$ cat src/rtl/mdr_pkg.sv
// ----------------------------------------------------------------------------
// mdr_pkg
// Shared definitions for the memory data register with handshake:
//   - transaction state encoding (IDLE / RD / WR)
//   - reset polarity constant (reset is active-low)
// ----------------------------------------------------------------------------
package mdr_pkg;

    localparam logic [1:0] MDR_IDLE = 2'd0;
    localparam logic [1:0] MDR_RD   = 2'd1;
    localparam logic [1:0] MDR_WR   = 2'd2;

    typedef enum logic [1:0] {
        S_IDLE = MDR_IDLE,
        S_RD   = MDR_RD,
        S_WR   = MDR_WR
    } mdr_state_t;

    // Level of rst that holds the block in reset.
    localparam logic MDR_RST_ACTIVE = 1'b0;

endpackage

$ cat src/rtl/mdr_timeout_cnt.sv
// ----------------------------------------------------------------------------
// mdr_timeout_cnt
// Wait-state counter for one memory transfer. Counts cycles in which a
// request is outstanding without an acknowledge, saturating at TIMEOUT-1.
// o_expire flags that the counter sits at its limit; the caller combines it
// with the acknowledge to decide on an abort. TIMEOUT=0 disables expiry.
//
// Ports:
//   clk      : clock, rising edge
//   rst      : synchronous reset, active-low
//   i_clr    : clear the counter (held while no transfer is in progress)
//   i_en     : count this cycle (request high, no acknowledge)
//   o_expire : counter equals TIMEOUT-1 (never set when TIMEOUT=0)
// ----------------------------------------------------------------------------
module mdr_timeout_cnt
    import mdr_pkg::*;
#(
    parameter int TIMEOUT   = 16,
    parameter int CNT_WIDTH = 8
) (
    input  logic clk,
    input  logic rst,
    input  logic i_clr,
    input  logic i_en,
    output logic o_expire
);

    // With TIMEOUT=0 the limit is 0, so the counter never leaves 0 and
    // expiry is masked off below.
    localparam logic [CNT_WIDTH-1:0] LIMIT =
        (TIMEOUT == 0) ? '0 : CNT_WIDTH'(TIMEOUT - 1);
    localparam logic TO_ENABLED = (TIMEOUT != 0);

    logic [CNT_WIDTH-1:0] r_cnt;

    always_ff @(posedge clk) begin
        if (rst == MDR_RST_ACTIVE) begin
            r_cnt <= '0;
        end else if (i_clr) begin
            r_cnt <= '0;
        end else if (i_en && (r_cnt != LIMIT)) begin
            r_cnt <= r_cnt + 1'b1;
        end
    end

    assign o_expire = TO_ENABLED && (r_cnt == LIMIT);

endmodule

$ cat src/rtl/mdr_handshake.sv
// ----------------------------------------------------------------------------
// mdr_handshake
// Memory data register that runs its own req/ack memory transaction.
// Holds a write word (captured from busALU on wr_start) and a read word
// (captured from mem_rdata on ack), drives bus C, and reports busy/done/err.
//
// Ports:
//   clk, rst             : clock, synchronous active-low reset
//   rd_start, wr_start   : start a read / write (only accepted when idle,
//                          write wins when both are high)
//   mdr_alu_n            : bus C select, 1 = read register, 0 = busALU
//   busALU               : ALU result bus
//   busC                 : datapath bus C
//   mem_rdata, mem_ack   : memory read data and transfer acknowledge
//   mem_req, mem_we      : transfer request and direction (1 = write)
//   mem_wdata            : write register contents
//   busy                 : transaction in progress
//   done, err            : one-cycle completion / timeout-abort pulses
// ----------------------------------------------------------------------------
module mdr_handshake
    import mdr_pkg::*;
#(
    parameter int DATA_WIDTH = 8,
    parameter int TIMEOUT    = 16,
    parameter int CNT_WIDTH  = 8
) (
    input  logic                  clk,
    input  logic                  rst,
    input  logic                  rd_start,
    input  logic                  wr_start,
    input  logic                  mdr_alu_n,
    input  logic [DATA_WIDTH-1:0] busALU,
    output logic [DATA_WIDTH-1:0] busC,
    input  logic [DATA_WIDTH-1:0] mem_rdata,
    input  logic                  mem_ack,
    output logic                  mem_req,
    output logic                  mem_we,
    output logic [DATA_WIDTH-1:0] mem_wdata,
    output logic                  busy,
    output logic                  done,
    output logic                  err
);

    mdr_state_t            r_state;
    mdr_state_t            w_next;
    logic [DATA_WIDTH-1:0] r_rd;
    logic [DATA_WIDTH-1:0] r_wr;
    logic                  r_done;
    logic                  r_err;
    logic                  w_done_nxt;
    logic                  w_err_nxt;
    logic                  w_cap_rd;
    logic                  w_cap_wr;
    logic                  w_expire;

    // The counter is held clear whenever idle, so each transfer starts at 0.
    mdr_timeout_cnt #(
        .TIMEOUT   (TIMEOUT),
        .CNT_WIDTH (CNT_WIDTH)
    ) u_tocnt (
        .clk      (clk),
        .rst      (rst),
        .i_clr    (r_state == S_IDLE),
        .i_en     (mem_req && !mem_ack),
        .o_expire (w_expire)
    );

    always_comb begin
        w_next     = r_state;
        w_done_nxt = 1'b0;
        w_err_nxt  = 1'b0;
        w_cap_rd   = 1'b0;
        w_cap_wr   = 1'b0;
        case (r_state)
            S_IDLE: begin
                if (wr_start) begin
                    w_next   = S_WR;
                    w_cap_wr = 1'b1;
                end else if (rd_start) begin
                    w_next = S_RD;
                end
            end
            S_RD, S_WR: begin
                // Acknowledge takes precedence over a same-cycle expiry.
                if (mem_ack) begin
                    w_next     = S_IDLE;
                    w_done_nxt = 1'b1;
                    w_cap_rd   = (r_state == S_RD);
                end else if (w_expire) begin
                    w_next    = S_IDLE;
                    w_err_nxt = 1'b1;
                end
            end
            default: w_next = S_IDLE;
        endcase
    end

    always_ff @(posedge clk) begin
        if (rst == MDR_RST_ACTIVE) begin
            r_state <= S_IDLE;
            r_rd    <= '0;
            r_wr    <= '0;
            r_done  <= 1'b0;
            r_err   <= 1'b0;
        end else begin
            r_state <= w_next;
            r_done  <= w_done_nxt;
            r_err   <= w_err_nxt;
            if (w_cap_rd) r_rd <= mem_rdata;
            if (w_cap_wr) r_wr <= busALU;
        end
    end

    assign mem_req   = (r_state != S_IDLE);
    assign busy      = (r_state != S_IDLE);
    assign mem_we    = (r_state == S_WR);
    assign mem_wdata = r_wr;
    assign done      = r_done;
    assign err       = r_err;
    assign busC      = mdr_alu_n ? r_rd : busALU;

endmodule

$ cat config.mk
export PLATFORM = sky130hd
export DESIGN_NAME = mdr_handshake
export DESIGN_NICKNAME = d
export VERILOG_FILES = /design/src/rtl/mdr_pkg.sv /design/src/rtl/mdr_timeout_cnt.sv /design/src/rtl/mdr_handshake.sv
export SDC_FILE = /design/constraint.sdc
export NUM_CORES = 1
export LEC_CHECK = 0
export ABC_CLOCK_PERIOD_IN_PS = 5100
export CAP_MARGIN = 0
export CORE_MARGIN = 8
export CORE_UTILIZATION = 40
export DETAILED_ROUTE_END_ITERATION = 16
export GPL_TIMING_DRIVEN = 0
export PLACE_DENSITY_LB_ADDON = 0.2
export SLEW_MARGIN = 20
export SYNTH_ARGS = -nofsm -noshare
export SYNTH_HDL_FRONTEND = slang
export SYNTH_SLANG_ARGS = --single-unit
$ cat constraint.sdc
create_clock -name clk -period 5.1 [get_ports clk]
set_input_delay 0.51 -clock clk [delete_from_list [all_inputs] [get_ports clk]]
set_output_delay 0.51 -clock clk [all_outputs]
set_load 0.02 [all_outputs]
# Yosys cells after proc, flatten, opt, wreduce, memory -nomap -nowiden
# Index checks and enable logic that the tools add are counted.
# totals
word_cells	37
inputBits	22
register_bits	28
out_inout_bits	21
# op_classes
muxes	12
eq_ne	6
reduce_logical	10
addsub	1
n_bitwise	2
# ops
operator	n
$add A8 B1 Y8 const B	1
$eq A8 B4 Y1 const B	1
$mux W2	4
$mux W8	1
$ne A8 B4 Y1 const B	1
$mux W1	6
$pmux W2 S2	1
$reduce_and A2 Y1	2
$reduce_or A2 Y1	2
$ne A3 B2 Y1 const B	1
$ne A3 B3 Y1 const B	1
$reduce_or A3 Y1	1
$eq A2 B1 Y1 const B	1
$eq A2 B2 Y1 const B	1
$logic_and A1 B1 Y1	2
$logic_not A2 Y1	1
$not A1 Y1	2
$reduce_bool A2 Y1	1
$logic_not A1 Y1	1

# Logic depth before layout (Yosys ltp)
# logic_depth
word_depth	4
mapped_depth	6
depth_no_buf	6

# Modules after synthesis
# A second synthesis with hierarchy kept.
# hier_totals
hier_cells	142
area_unflattened_um2	1311.3
# modules_own_cells
module	cells_per_inst	seq_area_each_um2	n_inst	area_each_um2
mdr_handshake	94	400.4	1	893.4
mdr_timeout_cnt	48	160.2	1	417.9

# Least setup slack after synthesis
# OpenSTA, ideal clock, no wires.
# synth_path
kind	in2out
start	in mdr_alu_n
end	out busC[0]
n_path_buf	1
slack_ns	3.389
arrival_time_ns	1.201
cell_stages	2
cell_sequence	clkbuf_1 mux2_2
# synth_via
elab_chain_len	1
# synth_lines
item	line_no	rtl
start, declared	mdr_handshake.sv:31	input logic mdr_alu_n,
$mux W8	mdr_handshake.sv:120	assign busC = mdr_alu_n ? r_rd : busALU;
end, declared	mdr_handshake.sv:33	output logic [DATA_WIDTH-1:0] busC,
# No other way between the ends.

# Final worst setup path
# layout_path
start	reg r_state[0]
end	out mem_req
# layout_via
elab_chain_len	1
# layout_lines
item	line_no	rtl
start, declared	mdr_handshake.sv:44	mdr_state_t r_state;
start signal, assigned	mdr_handshake.sv:106	r_state <= w_next;
$reduce_bool A2 Y1	mdr_handshake.sv:114	assign mem_req = (r_state != S_IDLE);
end, declared	mdr_handshake.sv:36	output logic mem_req,
# No other way between the ends.

==> summary.md <==
| Metric | Value |
|---|---|
| Status | `finished clean` |
| Vias per cell | `4.69` |
| Achievable Freq | `0.417 GHz` |
| Core Rows | `21` |
| Post-synth EDFFs | `0` |
| Worst IR Drop VDD | `105 uV` |
| Via Count | `1,078` |
| Post-synth cell types | `34` |
| GRT overflow | `0` |
| Syn_nets | `166` |
| Slew headroom | `65.4%` |
| Most used DFF post-synth | `dfxtp_1` |
| CP Launch Type | `flip-flop` |
| Hold bufs inserted after CTS | `0` |
| CP Class | `reg2out` |
| Slowest cell on the critical path | `clkdlybuf4s50_1` |
| Slew @ Worst Pin | `0.518 ns` |
| Tcrit/Tclk final | `47.0%` |
| Fin cells | `230` |
| CTS Root Cell | `clkbuf_4` |
| GRT Overall Usage | `11.8%` |
| Leakage | `0.720 nW` |
| Max cap viols | `0` |
| Finished layout cell area | `1810 um^2` |
| Post-CTS Setup Bufs | `0` |
| Seq/Total Area, Yosys | `42.7%` |
| Synth Warn # | `0` |
| TritonCTS Buffers | `3` |
| Post-synth top area cell | `dfxtp_1` |
| IO buf count | `40` |
| Post-DP Area | `1770 um^2` |
| Worst Clk Skew | `0.00470 ns` |
| DP Wirelength | `2.41 mm` |
| CP top delay family | `buffers and inverters` |
| NumNets Final | `211` |
| Post-Synth Simple-Gate Area | `21.0%` |
| Drt first pass iters | `4` |
| Vias in the first global route | `1,175` |
| Final min period | `2.40 ns` |
| Antenna Violating Nets Remaining | `0` |
| Cell Pwr Density | `250 nW/um^2` |
| Synth area leaders | `dfxtp_1, mux2_2, nand2_1` |
| Die H | `73.3 um` |
| Synth Cell Area | `1310 um^2` |
| Min-delay worst type | `reg2reg` |
| Initial antenna violation count | `0` |
| Hold Fails Final Rpt | `0` |
| Maximum fanout along the worst path | `7` |
| Max Slew Vio Count | `0` |
| CTS tree | `yes` |
| GP Congestion | `0.834` |
| Layout cells sized above 1 | `9.78%` |
| Worst EP required | `4.59 ns` |
| CP peak stage delay | `0.59 ns` |
| Resized cells post-CTS | `0` |
| Initial DRC Count | `27` |
| Total core area | `3230 um^2` |
| Dominant combinational cell family by area after synthesis | `simple AND/OR/NAND/NOR gates` |
| Initial Utilization | `40.7%` |
| Buf/Inv on CP | `4` |
| Ant diodes | `0` |
| Die span in x | `73.3 um` |
| Final setup fails | `0` |
| Mean Syn Cell Area | `9.38 um^2` |
| Crit-path most repeated cell | `inv_1` |
| Asr flop ratio synth | `0%` |
| IO Pins | `43` |
| Setup tns final | `0 ns` |
| Synth Area in Adders | `3.81%` |
| Top-count cell post-synth | `dfxtp_1` |
| Synthesized netlist cell count | `140` |
| First-pass GRT wire length | `5.06 mm` |
| RSZ-0062 raised after global routing | `false` |
| Xor-xnor portion of the synthesized cell area | `4.00%` |
| Post-synthesis register bit count | `28` |
| Worst-Skew Late Latency | `0.32 ns` |
| Total die area | `5370 um^2` |
| Clock slew at reported path FFs | `0.14 ns` |
| Area Overhead vs Synth | `37.6%` |
| Clock Tree Buf Depth | `2` |
| CP Capture Type | `output pin` |
| Clk sink count | `28` |
| Final wirelength | `2.99 mm` |
| Pin count of the biggest net entering global routing | `16` |
| Mux cell area share after synthesis | `13.0%` |
| Top-area cell type share of the netlist area | `42.7%` |
| Most common library cells after synthesis | `dfxtp_1, nand2_1` |
| Crit-path cells | `inv_1, ha_1, inv_1, buf_4, clkdlybuf4s50_1` |
| CTS H-tree lvls | `1` |
| Complex-gate fraction of the synthesized area | `11.2%` |
| CP Data Arrival Time | `1.89 ns` |
| Remaining DRCs | `0` |
| WL/cell | `13.0 um` |
| Dpl cells | `226` |
[path summary, 6_finish.rpt]
check                             startpoint               end  slack, ns  cells after the start
worst max-delay path              r_state[0]           mem_req       2.70                      5
worst min-delay path            mem_wdata[4]      mem_wdata[4]       0.47                      2
worst max register to register    r_state[0]  u_tocnt.r_cnt[5]       3.33                      6
worst min register to register  mem_wdata[4]      mem_wdata[4]       0.47                      2
[final cells by class]
cell class | count | area, um^2
Buffer | 7 | 37.5
Fill cell | 298 | 1420
Clock buffer | 4 | 36.3
Multi-Input combinational cell | 100 | 697
Inverter | 5 | 18.8
Sequential cell | 28 | 561
Timing Repair Buffer | 40 | 400
Tap cell | 46 | 57.6
[cell families (layout without fill, tap and decap cells)]
group / after synthesis / after routing
xor gates and xnor gates: 6 / 6
adders and majority gates: 4 / 4
DFF: 28 / 28
AOI/OAI and AO/OA: 20 / 20
muxes: 16 / 16
and+or+nand+nor: 54 / 54
buffers and inverters: 12 / 56
[where the power goes]
group | total, mW | internal, mW | switching, mW | leakage, nW
Combinational | 0.114 | 0.0570 | 0.0570 | 0.472
Sequential | 0.233 | 0.228 | 0.00504 | 0.227
Clock | 0.106 | 0.0436 | 0.0621 | 0.0210
Total | 0.453 | 0.328 | 0.124 | 0.720
[placed cells by master, fill, tap and decap left out, types with 3 or more instances in the layout]
| master | synthesis | layout |
|---|---|---|
| clkbuf_4 | 0 | 3 |
| xnor2_1 | 4 | 4 |
| clkbuf_1 | 5 | 5 |
| inv_1 | 5 | 5 |
| nand2_1 | 24 | 24 |
| mux2_2 | 8 | 8 |
| a21oi_1 | 4 | 4 |
| ha_1 | 4 | 4 |
| nor2_1 | 8 | 8 |
| clkdlybuf4s50_1 | 0 | 40 |
| nor2b_1 | 8 | 8 |
| a21boi_0 | 8 | 8 |
| dfxtp_1 | 28 | 28 |
| mux2i_1 | 8 | 8 |
[per-stage QoR]
stage	setup slack (ns)	hold WS (ns)	util (%)	total power [mW]
finish	2.70	0.471	55.9	0.453
global route	2.59	0.495	55.9	0.477
CTS	2.68	0.475	55.9	0.461
detailed placement	2.81	0.456	54.8	0.353
global placement	2.80	0.456	54.8	0.351
floorplan	3.39	0.453	-	0.299
[worst register-to-register path, delay by kind of cell (launching register included)]
kind	cells	cell delay, ns
simple gates	2	0.32
fa+ha+maj	1	0.27
flops	1	0.37
buf+inv	1	0.08
compound gates	1	0.46
xor+xnor	1	0.18
[routing by layer]
metal  wire length (um)  GRT usage [%]
met1               1250           12.2
met2               1540           21.8
met3                180           3.96
met4                 17           2.88
met5                  0              0
[state kept, by name (all words and copies together) (netlist names)]
register and count:
done 1, err 1, mem_wdata 8, r_state 2
r_rd 8, u_tocnt.r_cnt 8
Note: power is estimated with default switching activity, not from simulation.
